$ cat src/rtl/nif_pkg.sv
// nif_pkg -- shared definitions for the network interface.
//   Flit layout (MSB..LSB): {dest[node_w], src[node_w], payload[32]}.
//   Provides field offset helpers, a flit struct for the default 4-bit
//   node address, and the LWNET read-FSM state encoding.
package nif_pkg;

  localparam int NIF_PAYLOAD_W = 32;
  localparam int NIF_DEFAULT_NODE_W = 4;

  typedef struct packed {
    logic [NIF_DEFAULT_NODE_W-1:0] dest;
    logic [NIF_DEFAULT_NODE_W-1:0] src;
    logic [NIF_PAYLOAD_W-1:0]      payload;
  } nif_flit_t;

  typedef enum logic [1:0] {
    RD_IDLE = 2'd0,
    RD_WAIT = 2'd1,
    RD_DONE = 2'd2
  } nif_rd_state_e;

  function automatic int nif_flit_w(input int node_w);
    return 2 * node_w + NIF_PAYLOAD_W;
  endfunction

  function automatic int nif_src_lsb(input int node_w);
    return NIF_PAYLOAD_W + 0 * node_w;
  endfunction

  function automatic int nif_dest_lsb(input int node_w);
    return NIF_PAYLOAD_W + node_w;
  endfunction

endpackage

$ cat src/rtl/nif_sync_fifo.sv
// nif_sync_fifo -- single-clock FIFO, DEPTH a power of two.
//   clk, rst   : clock, asynchronous active-high reset (empties the FIFO)
//   push, din  : write request/data; ignored while full
//   pop        : read request; ignored while empty
//   dout       : head entry (combinational, valid while !empty)
//   full/empty : status
//   count      : occupancy 0..DEPTH (one bit wider than the pointers)
module nif_sync_fifo #(
  parameter int WIDTH = 8,
  parameter int DEPTH = 4
) (
  input  logic                     clk,
  input  logic                     rst,
  input  logic                     push,
  input  logic                     pop,
  input  logic [WIDTH-1:0]         din,
  output logic [WIDTH-1:0]         dout,
  output logic                     full,
  output logic                     empty,
  output logic [$clog2(DEPTH):0]   count
);

  localparam int AW = $clog2(DEPTH);
  localparam logic [AW-1:0] PTR_ONE  = AW'(1);
  localparam logic [AW:0]   CNT_ONE  = (AW+1)'(1);
  localparam logic [AW:0]   CNT_FULL = (AW+1)'(DEPTH);

  logic [WIDTH-1:0] mem [DEPTH];
  logic [AW-1:0]    wr_ptr;
  logic [AW-1:0]    rd_ptr;
  logic [AW:0]      cnt;
  logic             do_push;
  logic             do_pop;

  assign do_push = push && !full;
  assign do_pop  = pop && !empty;
  assign full    = (cnt == CNT_FULL);
  assign empty   = (cnt == '0);
  assign count   = cnt;
  assign dout    = mem[rd_ptr];

  // Pointers wrap naturally because DEPTH is a power of two.
  always_ff @(posedge clk or posedge rst) begin
    if (rst) begin
      wr_ptr <= '0;
      rd_ptr <= '0;
      cnt    <= '0;
    end else begin
      if (do_push) wr_ptr <= wr_ptr + PTR_ONE;
      if (do_pop)  rd_ptr <= rd_ptr + PTR_ONE;
      case ({do_push, do_pop})
        2'b10:   cnt <= cnt + CNT_ONE;
        2'b01:   cnt <= cnt - CNT_ONE;
        default: cnt <= cnt;
      endcase
    end
  end

  always_ff @(posedge clk) begin
    if (do_push) mem[wr_ptr] <= din;
  end

endmodule

$ cat src/rtl/network_interface.sv
// network_interface -- node-side responder for SWNET/LWNET.
//   SWNET (cpu_write) packs {cpu_dest, NODE_ID, cpu_write_data} into the TX
//   FIFO towards the router; LWNET (cpu_read) pops the RX FIFO and returns
//   the payload on cpu_read_data. cpu_busy stalls the pipeline.
// Ports:
//   CLK, RESET        clock, asynchronous active-high reset
//   cpu_write/read    SWNET / LWNET in MEM stage
//   cpu_dest          destination node of a SWNET
//   cpu_write_data    SWNET payload
//   cpu_read_data     LWNET payload, valid when cpu_read && !cpu_busy
//   cpu_busy          stall request
//   tx_flit/valid/ready  outbound flit channel
//   rx_flit/valid/ready  inbound flit channel
//   misroute_err      sticky: received a flit not addressed to this node
//   rx_irq            RX occupancy >= IRQ_THRESHOLD (only with NIF_IRQ_EN)
//   dbg_rd_state      read-FSM state
//   dbg_tx_count, dbg_rx_count  FIFO occupancies
//   dbg_last_src      source node of the most recent LWNET payload
// Handshake: a flit moves on a rising CLK edge where valid && ready; the
//   sender holds the flit stable while valid && !ready.
// Build option: define NIF_IRQ_EN to generate the registered rx_irq
//   comparator; otherwise rx_irq is tied low.
module network_interface
  import nif_pkg::*;
#(
  parameter int NODE_ID       = 0,
  parameter int NODE_W        = 4,
  parameter int TX_DEPTH      = 4,
  parameter int RX_DEPTH      = 4,
  parameter int IRQ_THRESHOLD = 1
) (
  input  logic                         CLK,
  input  logic                         RESET,
  input  logic                         cpu_write,
  input  logic                         cpu_read,
  input  logic [NODE_W-1:0]            cpu_dest,
  input  logic [31:0]                  cpu_write_data,
  output logic [31:0]                  cpu_read_data,
  output logic                         cpu_busy,
  output logic [2*NODE_W+31:0]         tx_flit,
  output logic                         tx_valid,
  input  logic                         tx_ready,
  input  logic [2*NODE_W+31:0]         rx_flit,
  input  logic                         rx_valid,
  output logic                         rx_ready,
  output logic                         misroute_err,
  output logic                         rx_irq,
  output nif_rd_state_e                dbg_rd_state,
  output logic [$clog2(TX_DEPTH):0]    dbg_tx_count,
  output logic [$clog2(RX_DEPTH):0]    dbg_rx_count,
  output logic [NODE_W-1:0]            dbg_last_src
);

  localparam int FLIT_W   = nif_flit_w(NODE_W);
  localparam int SRC_LSB  = nif_src_lsb(NODE_W);
  localparam int DEST_LSB = nif_dest_lsb(NODE_W);
  localparam int RXE_W    = NODE_W + NIF_PAYLOAD_W;  // RX keeps {src, payload}
  localparam int RX_AW    = $clog2(RX_DEPTH);
  localparam logic [NODE_W-1:0] MY_ID = NODE_W'(NODE_ID);

  // Elaboration-time parameter sanity checks.
  if (TX_DEPTH < 2 || (TX_DEPTH & (TX_DEPTH - 1)) != 0) begin : g_bad_tx_depth
    $error("TX_DEPTH must be a power of two >= 2");
  end
  if (RX_DEPTH < 2 || (RX_DEPTH & (RX_DEPTH - 1)) != 0) begin : g_bad_rx_depth
    $error("RX_DEPTH must be a power of two >= 2");
  end
  if (IRQ_THRESHOLD < 1 || IRQ_THRESHOLD > RX_DEPTH) begin : g_bad_irq
    $error("IRQ_THRESHOLD must be in 1..RX_DEPTH");
  end

  logic              tx_push, tx_pop, tx_full, tx_empty;
  logic              rx_push, rx_pop, rx_full, rx_empty;
  logic              rx_fire, rx_for_me;
  logic [RXE_W-1:0]  rx_head;
  logic [RX_AW:0]    rx_count;
  logic              write_stall, read_stall;
  nif_rd_state_e     rd_state, rd_state_next;

  // ---------------- TX path ----------------
  // A full FIFO stalls the write even if the router pops this same cycle;
  // the push then lands on the following edge.
  assign tx_push     = cpu_write && !tx_full;
  assign write_stall = cpu_write && tx_full;
  assign tx_valid    = !tx_empty;
  assign tx_pop      = tx_valid && tx_ready;

  nif_sync_fifo #(.WIDTH(FLIT_W), .DEPTH(TX_DEPTH)) u_tx_fifo (
    .clk   (CLK),
    .rst   (RESET),
    .push  (tx_push),
    .pop   (tx_pop),
    .din   ({cpu_dest, MY_ID, cpu_write_data}),
    .dout  (tx_flit),
    .full  (tx_full),
    .empty (tx_empty),
    .count (dbg_tx_count)
  );

  // ---------------- RX path ----------------
  assign rx_ready  = !rx_full && !RESET;
  assign rx_fire   = rx_valid && rx_ready;
  assign rx_for_me = (rx_flit[DEST_LSB +: NODE_W] == MY_ID);
  assign rx_push   = rx_fire && rx_for_me;

  nif_sync_fifo #(.WIDTH(RXE_W), .DEPTH(RX_DEPTH)) u_rx_fifo (
    .clk   (CLK),
    .rst   (RESET),
    .push  (rx_push),
    .pop   (rx_pop),
    .din   (rx_flit[RXE_W-1:0]),
    .dout  (rx_head),
    .full  (rx_full),
    .empty (rx_empty),
    .count (rx_count)
  );

  assign dbg_rx_count = rx_count;

  // Misaddressed flits are consumed (ready is honoured) but discarded.
  always_ff @(posedge CLK or posedge RESET) begin
    if (RESET)                      misroute_err <= 1'b0;
    else if (rx_fire && !rx_for_me) misroute_err <= 1'b1;
  end

  // ---------------- LWNET read FSM ----------------
  always_ff @(posedge CLK or posedge RESET) begin
    if (RESET) rd_state <= RD_IDLE;
    else       rd_state <= rd_state_next;
  end

  always_comb begin
    rd_state_next = rd_state;
    read_stall    = 1'b0;
    rx_pop        = 1'b0;
    case (rd_state)
      RD_IDLE: begin
        if (cpu_read) begin
          read_stall = 1'b1;
          if (!rx_empty) begin
            rx_pop        = 1'b1;
            rd_state_next = RD_DONE;
          end else begin
            rd_state_next = RD_WAIT;
          end
        end
      end
      RD_WAIT: begin
        // The pipeline flushing the load drops cpu_read; abandon quietly.
        if (!cpu_read) begin
          rd_state_next = RD_IDLE;
        end else begin
          read_stall = 1'b1;
          if (!rx_empty) begin
            rx_pop        = 1'b1;
            rd_state_next = RD_DONE;
          end
        end
      end
      RD_DONE: rd_state_next = RD_IDLE;
      default: rd_state_next = RD_IDLE;
    endcase
  end

  always_ff @(posedge CLK or posedge RESET) begin
    if (RESET) begin
      cpu_read_data <= '0;
      dbg_last_src  <= '0;
    end else if (rx_pop) begin
      cpu_read_data <= rx_head[NIF_PAYLOAD_W-1:0];
      dbg_last_src  <= rx_head[SRC_LSB +: NODE_W];
    end
  end

  assign dbg_rd_state = rd_state;
  assign cpu_busy     = !RESET && (write_stall || read_stall);

  // ---------------- RX interrupt ----------------
`ifdef NIF_IRQ_EN
  localparam logic [RX_AW:0] IRQ_THR = (RX_AW+1)'(IRQ_THRESHOLD);

  always_ff @(posedge CLK or posedge RESET) begin
    if (RESET) rx_irq <= 1'b0;
    else       rx_irq <= (rx_count >= IRQ_THR);
  end
`else
  assign rx_irq = 1'b0;
`endif

endmodule

$ cat config.mk
export PLATFORM = sky130hd
export DESIGN_NAME = network_interface
export DESIGN_NICKNAME = d
export VERILOG_FILES = /design/src/rtl/nif_pkg.sv /design/src/rtl/nif_sync_fifo.sv /design/src/rtl/network_interface.sv
export SDC_FILE = /design/constraint.sdc
export NUM_CORES = 1
export LEC_CHECK = 0
export BUFFER_PORTS_ARGS = -buffer_cell sky130_fd_sc_hd__buf_2
export CORE_MARGIN = 2
export CORE_UTILIZATION = 57
export DETAILED_ROUTE_END_ITERATION = 10
export GPL_TIMING_DRIVEN = 0
export PLACE_DENSITY = 0.86
export SLEW_MARGIN = 0
export SYNTH_ARGS = -nofsm -noshare
export SYNTH_HDL_FRONTEND = slang
export SYNTH_SLANG_ARGS = --single-unit
$ cat constraint.sdc
create_clock -name CLK -period 2.9 [get_ports CLK]
set_input_delay 0.145 -clock CLK [delete_from_list [all_inputs] [get_ports CLK]]
set_output_delay 0.145 -clock CLK [all_outputs]
set_load 0.01 [all_outputs]
[Word-level counts from Yosys, hierarchy flattened]
Memories as Yosys holds them, arrays and structs flattened. A register that Yosys moved wholly into a read port is not among the register bits.
Index checks and enable logic that the tools add are counted.
Word-level totals
  bits in registers: 17
  bits in latches: 0
  memory bits (writable): 288
  ROM bits: 0
  output and inout bits: 89
  logic and storage cells: 70
  memories kept: 2
Operators by class
  add/sub/neg operators: 8
  $mul: 0
  divide/modulo/power cells: 0
  order comparisons: 0
  equality and inequality tests: 9
  shift operators: 0
  muxes and demuxes: 16
  bitwise gates (word level): 0
  reduce and logical (&&, ||, !) cells: 27
Memory list
  u_rx_fifo.mem: depth 4, width 36, rd ports 1, clocked after Yosys merged registers in 1, wr ports 1, line nif_sync_fifo.sv:28  | logic [WIDTH-1:0] mem [DEPTH];
  u_tx_fifo.mem: depth 4, width 36, rd ports 1, clocked after Yosys merged registers in 0, wr ports 1, line nif_sync_fifo.sv:28
Operators with widths (number)
  logical AND 1 bit: 12
  case mux 3 bit (2 select lines): 2
  2-to-1 mux 1 bit: 9
  adder 2 x 1 -> 2 bit (second input constant): 4
  2-to-1 mux 2 bit: 4
  adder 3 x 1 -> 3 bit (second input constant): 2
  == test 2 x 1 -> 1 bit (second input constant): 3
  == test 3 bit (second input constant): 2
  logical NOT 1 bit: 6
  logical NOT 3 bit: 2
  subtractor 3 x 1 -> 3 bit (second input constant): 2
  == test 2 bit (second input constant): 2
  logical NOT 4 bit: 1
  case mux 2 bit (2 select lines): 1
  nonzero test 2 bit: 2
  inequality test 3 bit (second input constant): 1
  logical NOT 2 bit: 1
  inequality test 2 bit (second input constant): 1
  AND reduction 2 bit: 1
  OR reduction 2 bit: 1
  logical OR 1 bit: 1

[Depth between registers and ports, before layout]
Gate-level depths: netlist of the first run.
  word-level depth: 8
  depth in mapped cells: 10
  mapped depth without buffers: 9

[Hierarchy]
Synthesis of the first run repeated with hierarchy kept, for this count alone.
Second synthesis, totals
  cells, all modules: 570
  area, all modules: 13431.6 sq um
Modules (own cells, without submodules)
  nif_sync_fifo (u_tx_fifo): instances 1, cells each 248, area an instance 6253.5 sq um, seq. area each 4979.8 sq um
  nif_sync_fifo (u_rx_fifo): instances 1, cells each 226, area an instance 5639.2 sq um, seq. area each 4499.3 sq um
  network_interface: instances 1, cells each 96, area an instance 1539.0 sq um, seq. area each 975.9 sq um

[Worst setup path after synthesis of the first run]
OpenSTA, ideal clock, no wires.
  kind: flip-flop to flip-flop
  start point: register rd_state[1] (netlist: dbg_rd_state[1])
  end point: register u_rx_fifo.cnt[2] (netlist: u_rx_fifo.count[2])
  library setup time: 79 ps
  arrival time: 2138 ps
  slack: 682 ps
  stages on the path, launching flop included: 11
  period minus slack after synthesis: 2218 ps
  cells stage by stage: dfrtp_1 -> nand2b_1 -> nor2_1 -> buf_2 -> buf_2 -> ha_1 -> inv_1 -> fa_1 -> xor2_1 -> nor2_1 -> xor2_1
On the way
  longest elaborated chain between the ends: 6
  elaborated cells on any way between the ends: 9
  those cells by class: eq/ne (3); mux (2); reduce/logical (4)
Ends and longest elaborated chain
  start, declared: line network_interface.sv:78  | nif_rd_state_e rd_state, rd_state_next;
  start signal, assigned: line network_interface.sv:129  | else rd_state <= rd_state_next;
  == test 2 x 1 -> 1 bit or logical NOT 2 bit (tied branches): line network_interface.sv:136  | case (rd_state)
  OR reduction 2 bit (no source line) (*)
  2-to-1 mux 1 bit (*)
  logical AND 1 bit (*): line nif_sync_fifo.sv:36  | assign do_pop = pop && !empty;
  named net u_rx_fifo.do_pop: line nif_sync_fifo.sv:33  | logic do_pop;
  == test 2 x 1 -> 1 bit or == test 2 bit (tied branches): line nif_sync_fifo.sv:51  | case ({do_push, do_pop})
  case mux 3 bit (2 select lines) or nonzero test 2 bit (tied branches)
  end signal, assigned: line nif_sync_fifo.sv:52  | 2'b10: cnt <= cnt + CNT_ONE;
  end signal, assigned: line nif_sync_fifo.sv:53  | 2'b01: cnt <= cnt - CNT_ONE;
  end signal, assigned: line nif_sync_fifo.sv:54  | default: cnt <= cnt;
  end, declared: line nif_sync_fifo.sv:31  | logic [AW:0] cnt;
The timed path passes the listed nets; every way through them passes the cells marked *.
A chain may end at the register's enable or synchronous reset.

[Final worst setup path of the first run]
Ends and elaborated chain as after synthesis.

==> summary.md, run 1 <==
| Metric | Value |
|---|---|
| Syn_area_per_cell | 23.3 µm² |
| Synth Instances | 545 |
| Boundary Pins | 171 |
| Root buffer cell | clkbuf_16 |
| Port Buffers | 165 |
| Area delta synth->final | 24.3% |
| Largest net degree at the start of global routing | 38 |
| Initial Util | 0.582 |
| Worst-path clk slew | 60 ps |
| Main synth FF type | edfxtp_1 |
| Hold crit path type | input port to flip-flop |
| Crit Path Category | flip-flop to flip-flop |
| Unique masters post-synth | 33 |
| Synth area leader | edfxtp_1 |
| FF+latch count, synth | 341 |
| CP Max Fanout | 10 |
| Die Y | 153 µm |
| Power share of the combinational group | 0.284 |
| Top area cells in the synthesized netlist | edfxtp_1, mux4_2, dfrtp_1 |
| Setup TNS | 0 ps |
| Via/cell ratio | 5.64 |
| Synthesized cell area | 12700 µm² |
| Period minus WS final | 2770 ps |
| WL/cell | 22.6 µm |
| Met3 capacity usage during global routing | 0.0502 |
| Leak Pwr | 5.73 nW |
| Crit. End Element | flip-flop |
| Worst VDD drop | 0.700 mV |
| DR pass1 iterations | 5 |
| Inserted Clock Buffers | 34 |
| Slowest-stage cell, CP | dfrtp_1 |
| Commonest non-fill, non-tap cell in the layout | edfxtp_1 |
| Die Area | 23500 µm² |
| Seq/Total Area, Yosys | 0.786 |
| EDFF count, synth | 288 |
| Worst slack, placed | 114 ps |
| Row cnt | 54 |
| Synth top area share | 0.681 |
| Status | completed |
| Met2 Use GR | 0.404 |
| Vias | 6384 |
| Clk pwr share | 0.282 |
| Detailed Route WL | 25600 µm |
| Share of cells above drive strength 1 | 0.417 |
| Clock skew | 11.1 ps |
| GRT Util Overall | 0.222 |
| CTS tree | built |
| Switching share of power | 0.284 |
| Post-DP HPWL | 15000 µm |
| Synth async-reset ratio | 0.155 |
| Pins Over Slew Limit | 0 |
| Worst EP required | 3310 ps |
| First-pass GRT wire length | 39900 µm |
| CTS sink cnt | 341 |
| PwrDens | 955 nW/µm² |
| Die width | 153 µm |
| Antenna violations before repair | 0 |
| Fin. Hold Viols | 0 |
| Fin nets | 921 |
| Most Used Layer, Global Route | met2 |
| Final Wtd Congestion | 0.734 |
| CP Launch Type | flip-flop |
| Critical Path AT | 3180 ps |
| Vias in the first global route | 7152 |
| P_int | 0.0108 W |
| CP Cell Sequence | nand2b_1 > nor2_1 > buf_2 > clkbuf_4 > ha_1 > inv_1 > fa_1 > xor2_1 > nor2_1 > xor2_1 |
| RSZ-0062 raised after global routing | false |
| Warning count from the yosys run | 0 |
| Worst path max stage delay | 420 ps |
| Worst Tran Pin Value | 1050 ps |
| Initial DRC Count | 391 |
| Htree depth | 2 |
| Most frequent cells in the layout | edfxtp_1, buf_2, dlygate4sd3_1, mux4_2, dfrtp_1 |
| Worst setup margin | 131 ps |
| Max-Cap Viols | 0 |
| Slew HR | 0.297 |
| Net Switching | 0.00428 W |
| Clock buffer depth | 3 |
| # diodes | 0 |
| GR met1 Demand/Resource | 0.274 |
| Period utilization | 0.955 |
| DRC | 0 |
| Final setup violation count | 0 |
| Maximum clock rate | 361 MHz |
| Worst Hold Depth | 3 |
| Post-route ant nets | 0 |
| Sequential share of power | 0.434 |
| Gr ovfl total | 0 |
| Core Area | 21800 µm² |
| Worst Reg-to-Reg Cells | 10 |
| Worst-Skew Late Latency | 500 ps |
==> worst max-delay path, delay by kind of cell, from the launching register on <==
family | cells | cell delay [ps]
adder cells (fa/ha/maj) | 2 | 610
flip-flops | 1 | 420
AND/OR/NAND/NOR | 3 | 650
buffers and inverters | 3 | 690
XOR/XNOR | 2 | 320
==> metal layers <==
layer / up-vias / routed length [µm]
li1: 2770 / -
met3: 37 / 1980
met5: - / 0
met1: 3288 / 9200
met4: 0 / 387
met2: 289 / 14000
==> Yosys cell counts (2+ instances only) <==
master    instances
clkbuf_1          5
mux2_2           37
nor3b_1           2
fa_1              2
and2_1            4
mux4_2           72
buf_1             3
dfrtp_1          53
nor2_1            6
and2_2            4
ha_1             10
buf_2            10
buf_4             7
edfxtp_1        288
xnor2_1           5
xor2_1            7
inv_1            13
nand2_1           2
==> area by class of cell <==
cell class                 count  area [µm²]
multi-input combinational    170        2560
fill                        1181        6050
timing repair buffer         242        1630
clock buffer                  47         971
buffer                        25         135
tap                          280         350
sequential                   341        9970
inverter                      13        48.8
clock inverter                13         115
==> sequential cells by signal, indices dropped and copies added (netlist names) <==
signal and cells:
u_rx_fifo.count 3, dbg_last_src 4, u_rx_fifo.rd_ptr 2, u_tx_fifo.wr_ptr 2, misroute_err 1, dbg_rd_state 2
u_rx_fifo.mem 144, u_tx_fifo.mem 144, u_tx_fifo.rd_ptr 2, u_tx_fifo.count 3, cpu_read_data 32, u_rx_fifo.wr_ptr 2
==> logic make-up after synthesis <==
group | after synthesis | share of synthesized area
flops | 341 | 0.786
mux | 111 | 0.163
buf+inv | 38 | 0.0143
simple gates | 25 | 0.0129
fa+ha+maj | 12 | 0.0130
xor+xnor | 12 | 0.00828
compound gates | 5 | 0.00276
other cells | 1 | 0.000295
==> metrics by stage <==
| step | cell area (µm²) | total power, W | util | instances | hold slack [ps] |
|---|---|---|---|---|---|
| floorplan | 12700 | 0.00928 | - | 549 | 244 |
| global placement | 13900 | 0.0105 | 0.636 | 994 | 354 |
| detailed placement | 13900 | 0.0108 | 0.639 | 997 | 217 |
| CTS | 15800 | 0.0152 | 0.723 | 1131 | 6.90 |
| global route | 15800 | 0.0157 | 0.723 | 1131 | 25.5 |
| finish | 15800 | 0.0151 | 0.723 | 1131 | 28.2 |
==> what timing repair did <==
item,in CTS,in global routing
resized for setup,0,1
hold buffers,74,0
setup endpoints to repair,0,1
hold endpoints to repair,305,0
setup buffers,0,0
==> power groups by stage <==
| stage | Sequential (W) | Combinational (W) | Clock, W |
|---|---|---|---|
| after floorplan | 0.00667 | 0.00260 | 0 |
| after global placement | 0.00656 | 0.00397 | 0 |
| after detailed placement | 0.00661 | 0.00419 | 0 |
| after CTS | 0.00653 | 0.00431 | 0.00432 |
| after global routing | 0.00660 | 0.00460 | 0.00451 |
| final | 0.00654 | 0.00428 | 0.00425 |
==> final timing paths <==
path                                        startpoint                        endpoint  slack, ps
min                                        rx_flit[36]        misroute_err$_DFFE_PP0P_         30
min in group asynchronous                        RESET  u_tx_fifo.count[0]$_DFFE_PP0P_        240
max reg2reg                dbg_rd_state[1]$_DFFE_PP0P_  u_rx_fifo.count[2]$_DFFE_PP0P_        130
min reg2reg                   misroute_err$_DFFE_PP0P_        misroute_err$_DFFE_PP0P_        480
max                        dbg_rd_state[1]$_DFFE_PP0P_  u_rx_fifo.count[2]$_DFFE_PP0P_        130
max in group asynchronous                        RESET   cpu_read_data[29]$_DFFE_PP0N_       2100
(Power assumes the default switching activity.)
==> run 2: changes to the inputs <==
- ABC_AREA: unset -> 1
==> summary.md, run 2 <==
| Metric | Value |
|---|---|
| CP Max Fanout | 8 (-2) |
| Final core area utilization | 0.729 (+0.00568) |
| CTS sink cnt | 341 (unchanged) |
| Synth top area share | 0.655 (-0.0268) |
| Hold Worst Slack | 19.4 ps (-8.79 ps) |
| Worst Tran Pin Value | 632 ps (-422 ps) |
| Postcts setup bufs | 0 (unchanged) |
| Gr ovfl total | 0 (unchanged) |
| Switching share of power | 0.351 (+0.0670) |
| CP Launch Type | flip-flop |
| FF+latch count, synth | 341 (unchanged) |
| Inst Count DP | 1512 (+52%) |
| Hold crit path type | input port to flip-flop |
| Synth cell count leaders | edfxtp_1, nor2_1, nand2_1 |
| Clock skew | 25.3 ps (+14.2 ps) |
| WL/cell | 19.4 µm (-14%) |
| Synth Instances | 1049 (+92%) |
| Commonest non-fill, non-tap cell in the layout | edfxtp_1 |
| Pins Over Slew Limit | 0 (unchanged) |
| FF-to-FF End | u_tx_fifo.count[2]$_DFFE_PP0P_ |
| Power share of the combinational group | 0.340 (+0.056) |
| Synthesized cell area | 13200 µm² (+4.1%) |
| Post-route ant nets | 0 (unchanged) |
| Largest regs | u_rx_fifo.mem (144), u_tx_fifo.mem (144), cpu_read_data (32) |
| DRC | 0 (unchanged) |
| Worst VDD drop | 0.677 mV (-3.3%) |
| Slew HR | 0.578 (+0.280) |
| DR pass1 iterations | 5 (unchanged) |
| Warning count from the yosys run | 0 (unchanged) |
| Maximum clock rate | 429 MHz (+19%) |
| Htree depth | 2 (unchanged) |
| Final cell count without fillers | 1650 (+46%) |
| PwrDens | 994 nW/µm² (+4.1%) |
| RSZ-0062 raised after global routing | false |
| Fin. Hold Viols | 0 (unchanged) |
| Net Switching | 0.00578 W (+35%) |
| Main synth FF type | edfxtp_1 |
| Die Y | 156 µm (+2.0%) |
| GRT Util Overall | 0.259 (+0.0365) |
| Fin nets | 1432 (+55%) |
| Final setup violation count | 0 (unchanged) |
| Core Area | 22700 µm² (+4.1%) |
| CTS tree | built |
| Max-Cap Viols | 0 (unchanged) |
| Unique masters post-synth | 28 (-15%) |
| Worst EP required | 3310 ps (about the same) |
| Worst Hold End | u_tx_fifo.rd_ptr[0]$_DFFE_PP0P_ |
| Die Area | 24400 µm² (+4.0%) |
| Total Power | 0.0164 W (+9.1%) |
| Post-DP HPWL | 19200 µm (+27%) |
| Count leader, synth | edfxtp_1 |
| Most frequent cells in the layout | edfxtp_1, nor2_1, buf_2, nand2_1, o21ai_0 |
| Initial DRC Count | 872 (+120%) |
| Initial Util | 0.582 (about the same) |
| Vias | 9267 (+45%) |
| Row cnt | 55 (+1.9%) |
| Status | completed |
| Worst-path clk slew | 50 ps (about the same) |
| Critical Path AT | 2740 ps (-440 ps) |
| Critical R2R Launch | u_tx_fifo.count[0]$_DFFE_PP0P_ |
| Port Buffers | 165 (unchanged) |
| Period minus WS final | 2330 ps (-437 ps) |
| Boundary Pins | 171 (unchanged) |
| Die width | 156 µm (+2.0%) |
| EDFF count, synth | 288 (unchanged) |
| Area delta synth->final | 25.2% |
| Reg2reg setup slack | 570 ps (+440 ps) |
| Vias in the first global route | 9329 (+30%) |
| Leak Pwr | 6.49 nW (+13%) |
| Clk pwr share | 0.268 (-0.014) |
| Inserted Clock Buffers | 34 (unchanged) |
| Worst Reg-to-Reg Cells | 9 (-1) |
| Syn_area_per_cell | 12.6 µm² (-46%) |
| Share of cells above drive strength 1 | 0.201 (-0.216) |
| Detailed Route WL | 32000 µm (+25%) |
| Top area cells in the synthesized netlist | edfxtp_1, dfrtp_1, nor2_1 |
| Seq/Total Area, Yosys | 0.755 (-0.0310) |
| Sequential share of power | 0.392 (-0.042) |
| Period utilization | 0.804 (-0.151) |
| P_int | 0.0107 W (-1.1%) |
| Synth area leader | edfxtp_1 |
| Crit Path Category | flip-flop to flip-flop |
| Worst-Skew Late Latency | 510 ps (about the same) |
| Crit. End Element | flip-flop |
| Clock buffer depth | 3 (unchanged) |
| Antenna violations before repair | 2 (+2) |
| Synth async-reset ratio | 0.155 (unchanged) |
| Via/cell ratio | 5.62 (-0.50%) |
| First-pass GRT wire length | 48600 µm (+22%) |
| Largest net degree at the start of global routing | 34 (-11%) |
| Hold Startpoint | tx_ready |
| Final Wtd Congestion | 0.777 (+5.9%) |
| Root buffer cell | clkbuf_16 |
| Worst Hold Depth | 3 (unchanged) |
## run 2: how the worst max path moves through the flow
| stage | endpoint | cells after the start | startpoint | slack, ps |
|---|---|---|---|---|
| after floorplan | u_rx_fifo.mem[0][0]$_DFFE_PP_ | 4 | u_rx_fifo.count[0]$_DFFE_PP0P_ | -8 |
| after global placement | u_rx_fifo.mem[1][32]$_DFFE_PP_ | 4 | u_rx_fifo.count[0]$_DFFE_PP0P_ | -1070 |
| after detailed placement | u_tx_fifo.count[2]$_DFFE_PP0P_ | 9 | u_tx_fifo.count[0]$_DFFE_PP0P_ | 540 |
| after CTS | u_tx_fifo.count[2]$_DFFE_PP0P_ | 9 | u_tx_fifo.count[0]$_DFFE_PP0P_ | 560 |
| after global routing | u_tx_fifo.count[2]$_DFFE_PP0P_ | 9 | u_tx_fifo.count[0]$_DFFE_PP0P_ | 420 |
| final | u_tx_fifo.count[2]$_DFFE_PP0P_ | 9 | u_tx_fifo.count[0]$_DFFE_PP0P_ | 570 |
## run 2: timing repair
action                                  in CTS  in global routing
endpoints found under the hold margin      312                  0
endpoints found under the setup margin       0                  0
hold buffers                                75                  0
resized for setup                            0                  0
## run 2: through the flow
stage / setup WS, ps / cell area (µm²) / TNS (ps)
2_1_floorplan: -7.81 / 13200 / -1130
3_3_place_gp: -1070 / 14400 / -275250
3_5_place_dp: 545 / 14700 / 0
4_1_cts: 556 / 16500 / 0
5_1_grt: 420 / 16500 / 0
6_report: 568 / 16500 / 0
## run 2: cells by family after synthesis
kind of cell / after synthesis / synth area share
xor+xnor: 6 / 0.00398
flops: 341 / 0.755
other cells: 1 / 0.000284
buf+inv: 93 / 0.0348
fa+ha+maj: 12 / 0.0125
compound gates: 191 / 0.0766
simple gates: 405 / 0.117
## run 2: power groups by stage
stage | logic [W] | registers, W | clock network, W
6_report | 0.00559 | 0.00645 | 0.00440
5_1_grt | 0.00612 | 0.00651 | 0.00461
4_1_cts | 0.00547 | 0.00644 | 0.00441
3_5_place_dp | 0.00533 | 0.00652 | 0
3_3_place_gp | 0.00500 | 0.00652 | 0
2_1_floorplan | 0.00311 | 0.00664 | 0
## run 2: routing by layer
metal,GRT usage,vias up,wire length [µm]
li1,-,4222,-
met3,0.0557,79,2950
met5,0,-,0
met2,0.469,559,16700
met1,0.305,4407,11600
met4,0.0926,0,830
## run 2: critical path, cell delays in order (launching register included)
cell	delay [ps]
dfrtp_1	400
inv_1	140
nand3_1	90
nand2_1	410
ha_1	240
inv_1	70
fa_1	390
or2_2	310
nand2_1	80
xor2_1	130
## run 2: cell type report
type                       instances  area (µm²)
buffer                            59         333
inverter                          34         128
clock inverter                     8         125
sequential                       341        9970
timing repair buffer             249        1780
fill                            1363        6160
tap                              285         357
antenna                            2        5.00
clock buffer                      53         993
multi-input combinational        619        2850
